[src/rtl/profile_sequencer.sv]
// rtl/profile_sequencer.sv - table-driven sequencer for the four internal DDS profile selects
//
// Optional feature macro: PROFILE_SEQ_TRIG_EN (adds trig port and WAIT_TRIG hold state)
//
// Ports:
//   sync_clk         sequencer clock, rising edge
//   rst              synchronous active-high reset
//   cfg_we/addr/data table write port; data = {dwell, wait_trig, ch3, ch2, ch1, ch0}
//   last_idx         index of final entry, latched at start
//   loop_en          wrap to entry 0 after last_idx, latched at start
//   start / stop     single-cycle start and abort requests (stop wins)
//   trig             external advance pulse (PROFILE_SEQ_TRIG_EN only)
//   chN_profile_int  registered 3-bit profile selects, all from one register stage
//   profile_switch   internal profiles own the channels
//   busy             sequence in progress
//   done             one-cycle pulse at one-shot completion
//   cur_idx          index of the entry currently on the outputs
module profile_sequencer #(
    parameter int  DEPTH   = 16,
    parameter int  DWELL_W = 16,
    localparam int AW      = $clog2(DEPTH),
    localparam int EW      = DWELL_W + 13
) (
    input  logic          sync_clk,
    input  logic          rst,
    input  logic          cfg_we,
    input  logic [AW-1:0] cfg_addr,
    input  logic [EW-1:0] cfg_data,
    input  logic [AW-1:0] last_idx,
    input  logic          loop_en,
    input  logic          start,
    input  logic          stop,
`ifdef PROFILE_SEQ_TRIG_EN
    input  logic          trig,
`endif
    output logic [2:0]    ch0_profile_int,
    output logic [2:0]    ch1_profile_int,
    output logic [2:0]    ch2_profile_int,
    output logic [2:0]    ch3_profile_int,
    output logic          profile_switch,
    output logic          busy,
    output logic          done,
    output logic [AW-1:0] cur_idx
);

    // ST_ARM is the cycle in which the RAM reads entry 0, so FETCH sees valid data.
    localparam logic [2:0] ST_IDLE  = 3'd0;
    localparam logic [2:0] ST_ARM   = 3'd1;
    localparam logic [2:0] ST_FETCH = 3'd2;
    localparam logic [2:0] ST_RUN   = 3'd3;
    localparam logic [2:0] ST_WAIT  = 3'd4;
    localparam logic [2:0] ST_DONE  = 3'd5;

    logic [EW-1:0]      mem [DEPTH];
    logic [EW-1:0]      rd_data;
    logic [AW-1:0]      rd_addr;

    logic [2:0]         state;
    logic [AW-1:0]      last_q;
    logic               loop_q;
    logic [DWELL_W-1:0] cnt;
    logic               wait_q;
    logic               ps_clr;

    logic               is_last;
    logic [AW-1:0]      nxt_idx;
    logic               expire;
    logic               step;
    logic               park;
    logic               finish;
    logic               load;
    logic [AW-1:0]      load_idx;

    function automatic logic [AW-1:0] next_of(input logic [AW-1:0] idx,
                                              input logic [AW-1:0] last);
        next_of = (idx == last) ? '0 : idx + 1'b1;
    endfunction

    always_comb begin
        is_last  = (cur_idx == last_q);
        nxt_idx  = next_of(cur_idx, last_q);
        expire   = (state == ST_RUN) && (cnt == '0);
`ifdef PROFILE_SEQ_TRIG_EN
        step     = (expire && !wait_q) || ((state == ST_WAIT) && trig);
        park     = expire && wait_q;
`else
        step     = expire;
        park     = 1'b0;
`endif
        finish   = step && is_last && !loop_q;
        load     = (state == ST_FETCH) || (step && !finish);
        load_idx = (state == ST_FETCH) ? '0 : nxt_idx;

        // rd_data must always hold the entry that follows whatever is on the
        // outputs after this edge; on a load edge that is one index further on,
        // which is what lets dwell=0 entries play back-to-back.
        case (state)
            ST_FETCH:        rd_addr = next_of('0, last_q);
            ST_RUN, ST_WAIT: rd_addr = load ? next_of(nxt_idx, last_q) : nxt_idx;
            default:         rd_addr = '0;
        endcase
    end

    always_ff @(posedge sync_clk) begin
        if (cfg_we) begin
            mem[cfg_addr] <= cfg_data;
        end
        rd_data <= mem[rd_addr];
    end

    always_ff @(posedge sync_clk) begin
        if (rst) begin
            state           <= ST_IDLE;
            ch0_profile_int <= '0;
            ch1_profile_int <= '0;
            ch2_profile_int <= '0;
            ch3_profile_int <= '0;
            profile_switch  <= 1'b0;
            busy            <= 1'b0;
            done            <= 1'b0;
            cur_idx         <= '0;
            cnt             <= '0;
            last_q          <= '0;
            loop_q          <= 1'b0;
            wait_q          <= 1'b0;
            ps_clr          <= 1'b0;
        end else begin
            done   <= 1'b0;
            ps_clr <= 1'b0;
            // profile_switch drops one edge after the abort is taken
            if (ps_clr) begin
                profile_switch <= 1'b0;
            end

            if (stop && (state != ST_IDLE)) begin
                state  <= ST_IDLE;
                busy   <= 1'b0;
                ps_clr <= 1'b1;
            end else if ((state == ST_IDLE) || (state == ST_DONE)) begin
                state <= ST_IDLE;
                if (start && !stop) begin
                    last_q <= last_idx;
                    loop_q <= loop_en;
                    busy   <= 1'b1;
                    state  <= ST_ARM;
                end
            end else if (load) begin
                ch0_profile_int <= rd_data[2:0];
                ch1_profile_int <= rd_data[5:3];
                ch2_profile_int <= rd_data[8:6];
                ch3_profile_int <= rd_data[11:9];
                cur_idx         <= load_idx;
                cnt             <= rd_data[EW-1:13];
                wait_q          <= rd_data[12];
                profile_switch  <= 1'b1;
                state           <= ST_RUN;
            end else if (finish) begin
                state <= ST_DONE;
                done  <= 1'b1;
                busy  <= 1'b0;
            end else if (park) begin
                state <= ST_WAIT;
            end else if (state == ST_ARM) begin
                state <= ST_FETCH;
            end else if (state == ST_RUN) begin
                cnt <= cnt - 1'b1;
            end
        end
    end

`ifndef PROFILE_SEQ_TRIG_EN
    logic unused_wait;
    assign unused_wait = wait_q;
`endif

endmodule

[config.mk]
export PLATFORM = sky130hd
export DESIGN_NAME = profile_sequencer
export DESIGN_NICKNAME = d
export VERILOG_FILES = /design/src/rtl/profile_sequencer.sv
export SDC_FILE = /design/constraint.sdc
export NUM_CORES = 1
export LEC_CHECK = 0
export BUFFER_PORTS_ARGS = -buffer_cell sky130_fd_sc_hd__buf_2
export CAP_MARGIN = 20
export CORE_MARGIN = 2
export CORE_UTILIZATION = 45
export DETAILED_ROUTE_END_ITERATION = 16
export SLEW_MARGIN = 20
export SYNTH_ARGS = -nofsm -noshare
export SYNTH_HDL_FRONTEND = slang
export SYNTH_SLANG_ARGS = --single-unit
[constraint.sdc]
create_clock -name sync_clk -period 4.98 [get_ports sync_clk]
set_input_delay 0.996 -clock sync_clk [delete_from_list [all_inputs] [get_ports sync_clk]]
set_output_delay 0.996 -clock sync_clk [all_outputs]
set_load 0.02 [all_outputs]
==> out/results.txt, run 1 <==
Outcome = completed
Fillers = 4098
# rows = 80
NetSw = 2020 uW
Starting density of the core = 45.4%
Number of I/O port buffers = 60
Setup TNS = 0 ns
Dpl cell area = 22600 sq um
Setup-failing EPs final = 0
CP startpoint kind = flop
Register area = 14900 sq um
Commonest non-fill, non-tap cell in the layout = edfxtp_1
Hold crit path type = reg2reg
Fin nets = 1737
Final worst setup slack = 1.03 ns
Synth Cell Area = 21600 sq um
Area of the multi-input gates = 6130 sq um
Place WS = 1.13 ns
Die span in y = 223 microns
First-pass DRT Iterations = 5
Post-synth EDFFs = 448
Gpl congestion = 0.775
Slew Viols, Final = 0
Max_cap viols = 0
Cells after Synth = 1686
Count of different cell masters after synthesis = 64
P_int = 7340 uW
Setup Buffers After CTS = 0
Core area = 47600 sq um
Antenna viol nets, final = 0
YS warnings = 0
Max IR drop VDD = 0.238 mV
Min cycle time layout = 3.95 ns
Crit path required time = 5.46 ns
Die width = 223 microns
GRT Util Overall = 23.5%
Global route overflow = 0
CP dominant cell by count = buf_4
Clock network fraction of design power = 42.3%
CP Class = reg2reg
Largest net degree at the start of global routing = 225
Global-route wire length before repair = 87.8 mm
Antenna violations before repair = 4
CTS tree = done
Synthesis-to-layout area growth = 12.4%
Rel. slew slack = 25.3%
Via count = 14.6k
Htree depth = 2
CP max FO = 55
Final Util = 51.0%
Sink Count = 520
Routed wire length per instance = 25.3 microns
Hold-fix buffers, CTS = 0
Clk_skew = 0.0109 ns
Power Density = 385 nW/um^2
Setup crit end kind = flop
Vias per Instance = 6.24
Net Sw Frac = 21.6%
Syn Nets = 1733
Register area share after synthesis = 68.8%
Post-DP HPWL = 30.6 mm
Buf+Inv Stages, Crit Path = 2
Slew @ Worst Pin = 1.12 ns
Final hold vios = 0
Combinational Power Share = 5.5%
Post-synth top flop = edfxtp_1
CP delay by family, top = compound AO/OA/AOI/OAI gates
Crit-path cells = ha_1, xnor2_1, a41oi_1, o2111ai_1, a32o_1, o211ai_4, buf_4, nand2_2, buf_4, nand3_1, a21oi_1, nor3_2
CP arrival = 4.43 ns
Drt initial violations = 1605
Num CTS Buffers = 55
Highest-count cells in the layout ignoring fill and taps = edfxtp_1 (448), nand3_1 (300), o21ai_0 (239)
Die ar. = 49800 sq um
Leakage = 0.00801 uW
Post_cts resized = 0
# IOs = 62
Seq pwr share = 52.2%
Worst skew pair latency = 0.60 ns
Worst path slowest cell = buf_4
Synth Area per Inst = 12.8 sq um
Final wirelength = 59.3 mm
Post-synthesis register bit count = 520
Post-synthesis async set-or-reset flop share = 0%
Unrepaired setup endpoints after global routing = no
Clk slew on worst S/H paths = 0.06 ns
Root Driver = clkbuf_16
Max frequency = 253 MHz
Final instance area = 24300 sq um
DRC = 0
CTS max path bufs = 3
Number of global-route vias before repair = 13.8k
Crit-path max cell delay = 0.70 ns
Share of cells above drive strength 1 = 15.0%
Final Cycle Share = 79.4%
[final timing paths]
check	startpoint	cells after the start	endpoint	slack, ns
setup / recovery	cur_idx[0]$_SDFFE_PP0P_	12	rd_data[16]$_DFF_P_	1.03
setup reg to reg	cur_idx[0]$_SDFFE_PP0P_	12	rd_data[16]$_DFF_P_	1.03
hold reg to reg	busy$_SDFFE_PP0P_	2	busy$_SDFFE_PP0P_	0.44
hold / removal	busy$_SDFFE_PP0P_	2	busy$_SDFFE_PP0P_	0.44
[logic make-up (layout without fill, tap and decap cells)]
kind of cell	Yosys count	count (layout)	share of synthesized area [%]
compound gates	502	502	15.0
xor+xnor	6	6	0.243
fa+ha+maj	4	4	0.231
buf+inv	166	210	3.53
flops	520	520	68.8
mux	17	17	0.786
other cells	0	1	0
simple gates	471	471	11.4
[state kept, by name (all words and copies together) (netlist names)]
name,flops
ch0_profile_int,3
last_q,4
rd_data,28
ch1_profile_int,3
profile_switch,1
cur_idx,4
ch3_profile_int,3
state,3
mem,448
ch2_profile_int,3
loop_q,1
done,1
busy,1
ps_clr,1
cnt,16
[power by group through the flow]
stage          clock network, uW  logic, uW  registers (uW)
2_1_floorplan                  0        332            4960
3_3_place_gp                   0        507            4970
3_5_place_dp                   0        518            4980
4_1_cts                     4020        520            4890
5_1_grt                     4180        572            4900
6_report                    3960        519            4890
[cell usage after synthesis, types with 7 or more instances]
cell type / n / area [sq um]
a211oi_1: 7 / 52.6
a21oi_1: 81 / 405
a32oi_1: 108 / 946
buf_1: 21 / 78.8
buf_2: 29 / 145
buf_6: 8 / 90.1
clkbuf_1: 93 / 349
dfxtp_1: 72 / 1440
edfxtp_1: 448 / 13500
inv_1: 9 / 33.8
mux2i_1: 17 / 170
nand2_1: 21 / 78.8
nand2b_1: 11 / 68.8
nand3_1: 300 / 1500
nor2_1: 65 / 244
nor3_1: 19 / 95.1
nor3_2: 20 / 200
o21ai_0: 239 / 1200
o21ai_1: 8 / 40.0
o22ai_1: 11 / 68.8
o22ai_2: 19 / 238
[layout make-up]
| class | count | share of cell area (%) |
|---|---|---|
| multi-input combinational | 1000 | 25.2 |
| inverter | 9 | 0.139 |
| sequential | 520 | 61.2 |
| clock buffer | 83 | 6.38 |
| tap | 615 | 3.16 |
| timing repair buffer | 104 | 3.16 |
| clock inverter | 14 | 0.689 |
| antenna | 1 | 0.0103 |
[routing by layer]
metal  vias up  share of wire [%]  track usage [%]
li1       6629                  -                -
met1      7299                 43             32.6
met2       579                 46             37.0
met3       135                7.5             4.57
met4         6                3.3             8.47
met5         -              0.067                0
[per-stage QoR]
step / cells / hold WS (ns) / total power, uW
4_1_cts: 2345 / 0.444 / 9420
3_5_place_dp: 2248 / 0.435 / 5500
6_report: 2346 / 0.441 / 9360
3_3_place_gp: 2248 / 0.436 / 5480
2_1_floorplan: 1686 / 0.437 / 5300
5_1_grt: 2346 / 0.463 / 9640
[worst reg2reg max path, delay by kind of cell, from the launching register on]
| kind | cells | cell delay (ns) |
|---|---|---|
| compound gates | 5 | 1.23 |
| xor+xnor | 1 | 0.15 |
| fa+ha+maj | 1 | 0.27 |
| buf+inv | 2 | 1.05 |
| flops | 1 | 0.55 |
| simple gates | 3 | 0.61 |
(Power assumes the default switching activity.)
==> inputs of run 2 (changes only) <==
==> constraint.sdc (replaced) <==
create_clock -name sync_clk -period 3.3 [get_ports sync_clk]
set_input_delay 0.66 -clock sync_clk [delete_from_list [all_inputs] [get_ports sync_clk]]
set_output_delay 0.66 -clock sync_clk [all_outputs]
set_load 0.02 [all_outputs]
==> run 2 against run 1 <==
- sequential power is 51% higher
- worst hold slack worse by 0.14 ns
- clock skew is 0.0099 ns higher
- maximum frequency is 25% higher
- design area is 3.0% higher
- first-iteration DRC count is 10% lower
- via count is 1.5% higher
- critical path type unchanged
- largest cell class unchanged
- highest routed layer unchanged
==> out/results.txt, run 2 (synthesis gave the netlist of run 1 again) <==
Outcome = completed
Register-to-Register Path Depth = 11 (-1)
Vias per Instance = 6.20 (-0.69%)
Sink Count = 520 (unchanged)
Fillers = 4034 (-1.6%)
Reg2Reg Setup Slack = 0.12 ns (-0.90 ns)
Clk slew on worst S/H paths = 0.06 ns (about the same)
Antenna viol nets, final = 0 (unchanged)
Drt initial violations = 1439 (-10%)
Root Driver = clkbuf_16
Worst skew pair latency = 0.61 ns (about the same)
CTS max path bufs = 3 (unchanged)
Power Density = 569 nW/um^2 (+48%)
Number of global-route vias before repair = 14.2k (+2.4%)
CP startpoint kind = flop
Crit-path cells = or3_4, or3_4, a211o_4, nand2_8, o2111a_4, buf_12, buf_12, o21ai_0, a32oi_2, o22ai_2, nor3_2
Crit path required time = 3.83 ns (-1.63 ns)
CP max FO = 35 (-36%)
Antenna violations before repair = 3 (-1)
Clk_skew = 0.0208 ns (+0.00986 ns)
Die span in y = 223 microns (unchanged)
CTS tree = done
Highest-count cells in the layout ignoring fill and taps = edfxtp_1 (448), nand3_1 (300), o21ai_0 (239)
Num CTS Buffers = 54 (-1.8%)
Worst path slowest cell = or3_4
Die ar. = 49800 sq um (unchanged)
Final worst setup slack = 0.124 ns (-0.901 ns)
Hold-fix buffers, CTS = 0 (unchanged)
Synthesis-to-layout area growth = 15.8%
DRC = 0 (unchanged)
Max reg flops = 448 (unchanged)
Top flop regs = mem x448, rd_data x28, cnt x16
First-pass DRT Iterations = 5 (unchanged)
Start point of the worst hold path = loop_en
Gpl congestion = 0.820 (+5.7%)
Hold crit path type = in2reg
Setup crit end kind = flop
Die width = 223 microns (unchanged)
Max IR drop VDD = 0.466 mV (+96%)
Post-DP HPWL = 31.9 mm (+4.2%)
Fin nets = 1785 (+2.8%)
Rel. slew slack = 40.0% (+15 points)
Global-route wire length before repair = 86.9 mm (-0.97%)
Min cycle time layout = 3.18 ns (-0.779 ns)
Htree depth = 2 (unchanged)
GRT Util Overall = 23.0% (-0.49 points)
Core area = 47600 sq um (unchanged)
CP arrival = 3.71 ns (-0.72 ns)
Starting density of the core = 45.4% (unchanged)
Via count = 14.9k (+1.5%)
Reg2reg end = rd_data[25]$_DFF_P_
# IOs = 62 (unchanged)
Unrepaired setup endpoints after global routing = no
Global route overflow = 0 (unchanged)
Setup TNS = 0 ns (unchanged)
Final Cycle Share = 96.2% (+17 points)
Biggest register = mem
Share of cells above drive strength 1 = 18.1% (+3.2 points)
Crit. Startpoint = cnt[8]$_SDFFE_PP0P_
Routed wire length per instance = 24.1 microns (-4.5%)
# rows = 80 (unchanged)
Slew @ Worst Pin = 0.900 ns (-0.217 ns)
Setup-failing EPs final = 0 (unchanged)
Slew Viols, Final = 0 (unchanged)
Max frequency = 315 MHz (+25%)
Largest net degree at the start of global routing = 87 (-61%)
Crit-path max cell delay = 0.40 ns (-0.30 ns)
Place WS = 0.0140 ns (-1.11 ns)
Crit path to = rd_data[25]$_DFF_P_
Final Util = 52.6% (+1.5 points)
Number of I/O port buffers = 60 (unchanged)
Final hold vios = 0 (unchanged)
R2R Path Start = cnt[8]$_SDFFE_PP0P_
CP Class = reg2reg
Leakage = 0.00838 uW (+4.6%)
Max_cap viols = 0 (unchanged)
Final wirelength = 57.8 mm (-2.4%)
Commonest non-fill, non-tap cell in the layout = edfxtp_1
run 2: critical path: cells and delay by family, from the launching register on:
kind                   cells  cell delay, ns
DFF                        1            0.33
AOI/OAI and AO/OA          5            1.23
and+or+nand+nor            4            1.09
buffers and inverters      2            0.41
run 2: repair_timing:
action | 4_1_cts | 5_1_grt
resized for setup | 0 | 9
hold endpoints to repair | 0 | 0
endpoints found under the setup margin | 0 | 25
buffers inserted | 0 | 1
run 2: through the flow:
stage          hold slack, ns  cells  total power [uW]  cell area [sq um]
2_1_floorplan           0.437   1686              7990              21600
3_3_place_gp            0.434   2296              8320              23300
3_5_place_dp            0.435   2296              8340              23300
4_1_cts                 0.273   2395             14300              25000
5_1_grt                 0.315   2397             14700              25000
6_report                0.296   2397             14200              25000
run 2: layer usage:
metal	up-vias	wire length [microns]	part of all wire, %	global-route usage [%]
met1	7474	25200	43	32.0
li1	6721	-	-	-
met2	548	27200	47	37.1
met3	116	3820	6.6	3.15
met4	4	1620	2.8	8.28
met5	-	26	0.045	0
run 2: where the power goes:
part           total (uW)  internal (uW)  switching (uW)
sequential           7370           7300            67.8
combinational         844            299             545
clock                6030           3520            2520
total               14200          11100            3130
run 2: worst min path at each step:
| stage | end | slack, ns | cells after the start |
|---|---|---|---|
| after floorplan | ch0_profile_int[0]$_SDFFE_PP0P_ | 0.44 | 2 |
| after global placement | busy$_SDFFE_PP0P_ | 0.43 | 2 |
| after detailed placement | busy$_SDFFE_PP0P_ | 0.44 | 2 |
| after CTS | loop_q$_SDFFE_PP0P_ | 0.27 | 3 |
| after global routing | last_q[1]$_SDFFE_PP0P_ | 0.32 | 3 |
| final | loop_q$_SDFFE_PP0P_ | 0.30 | 3 |
run 2: cell type report:
cell class                      count  area [sq um]  share of cell area [%]
Clock buffer                       65          1410                    5.65
Clock inverter                     34           330                    1.32
Inverter                            9          33.8                   0.135
Antenna cell                        1          2.50                 0.00999
Sequential cell                   520         14900                    59.5
Tap cell                          615           769                    3.07
Timing Repair Buffer              153          1420                    5.69
Multi-Input combinational cell   1000          6170                    24.7
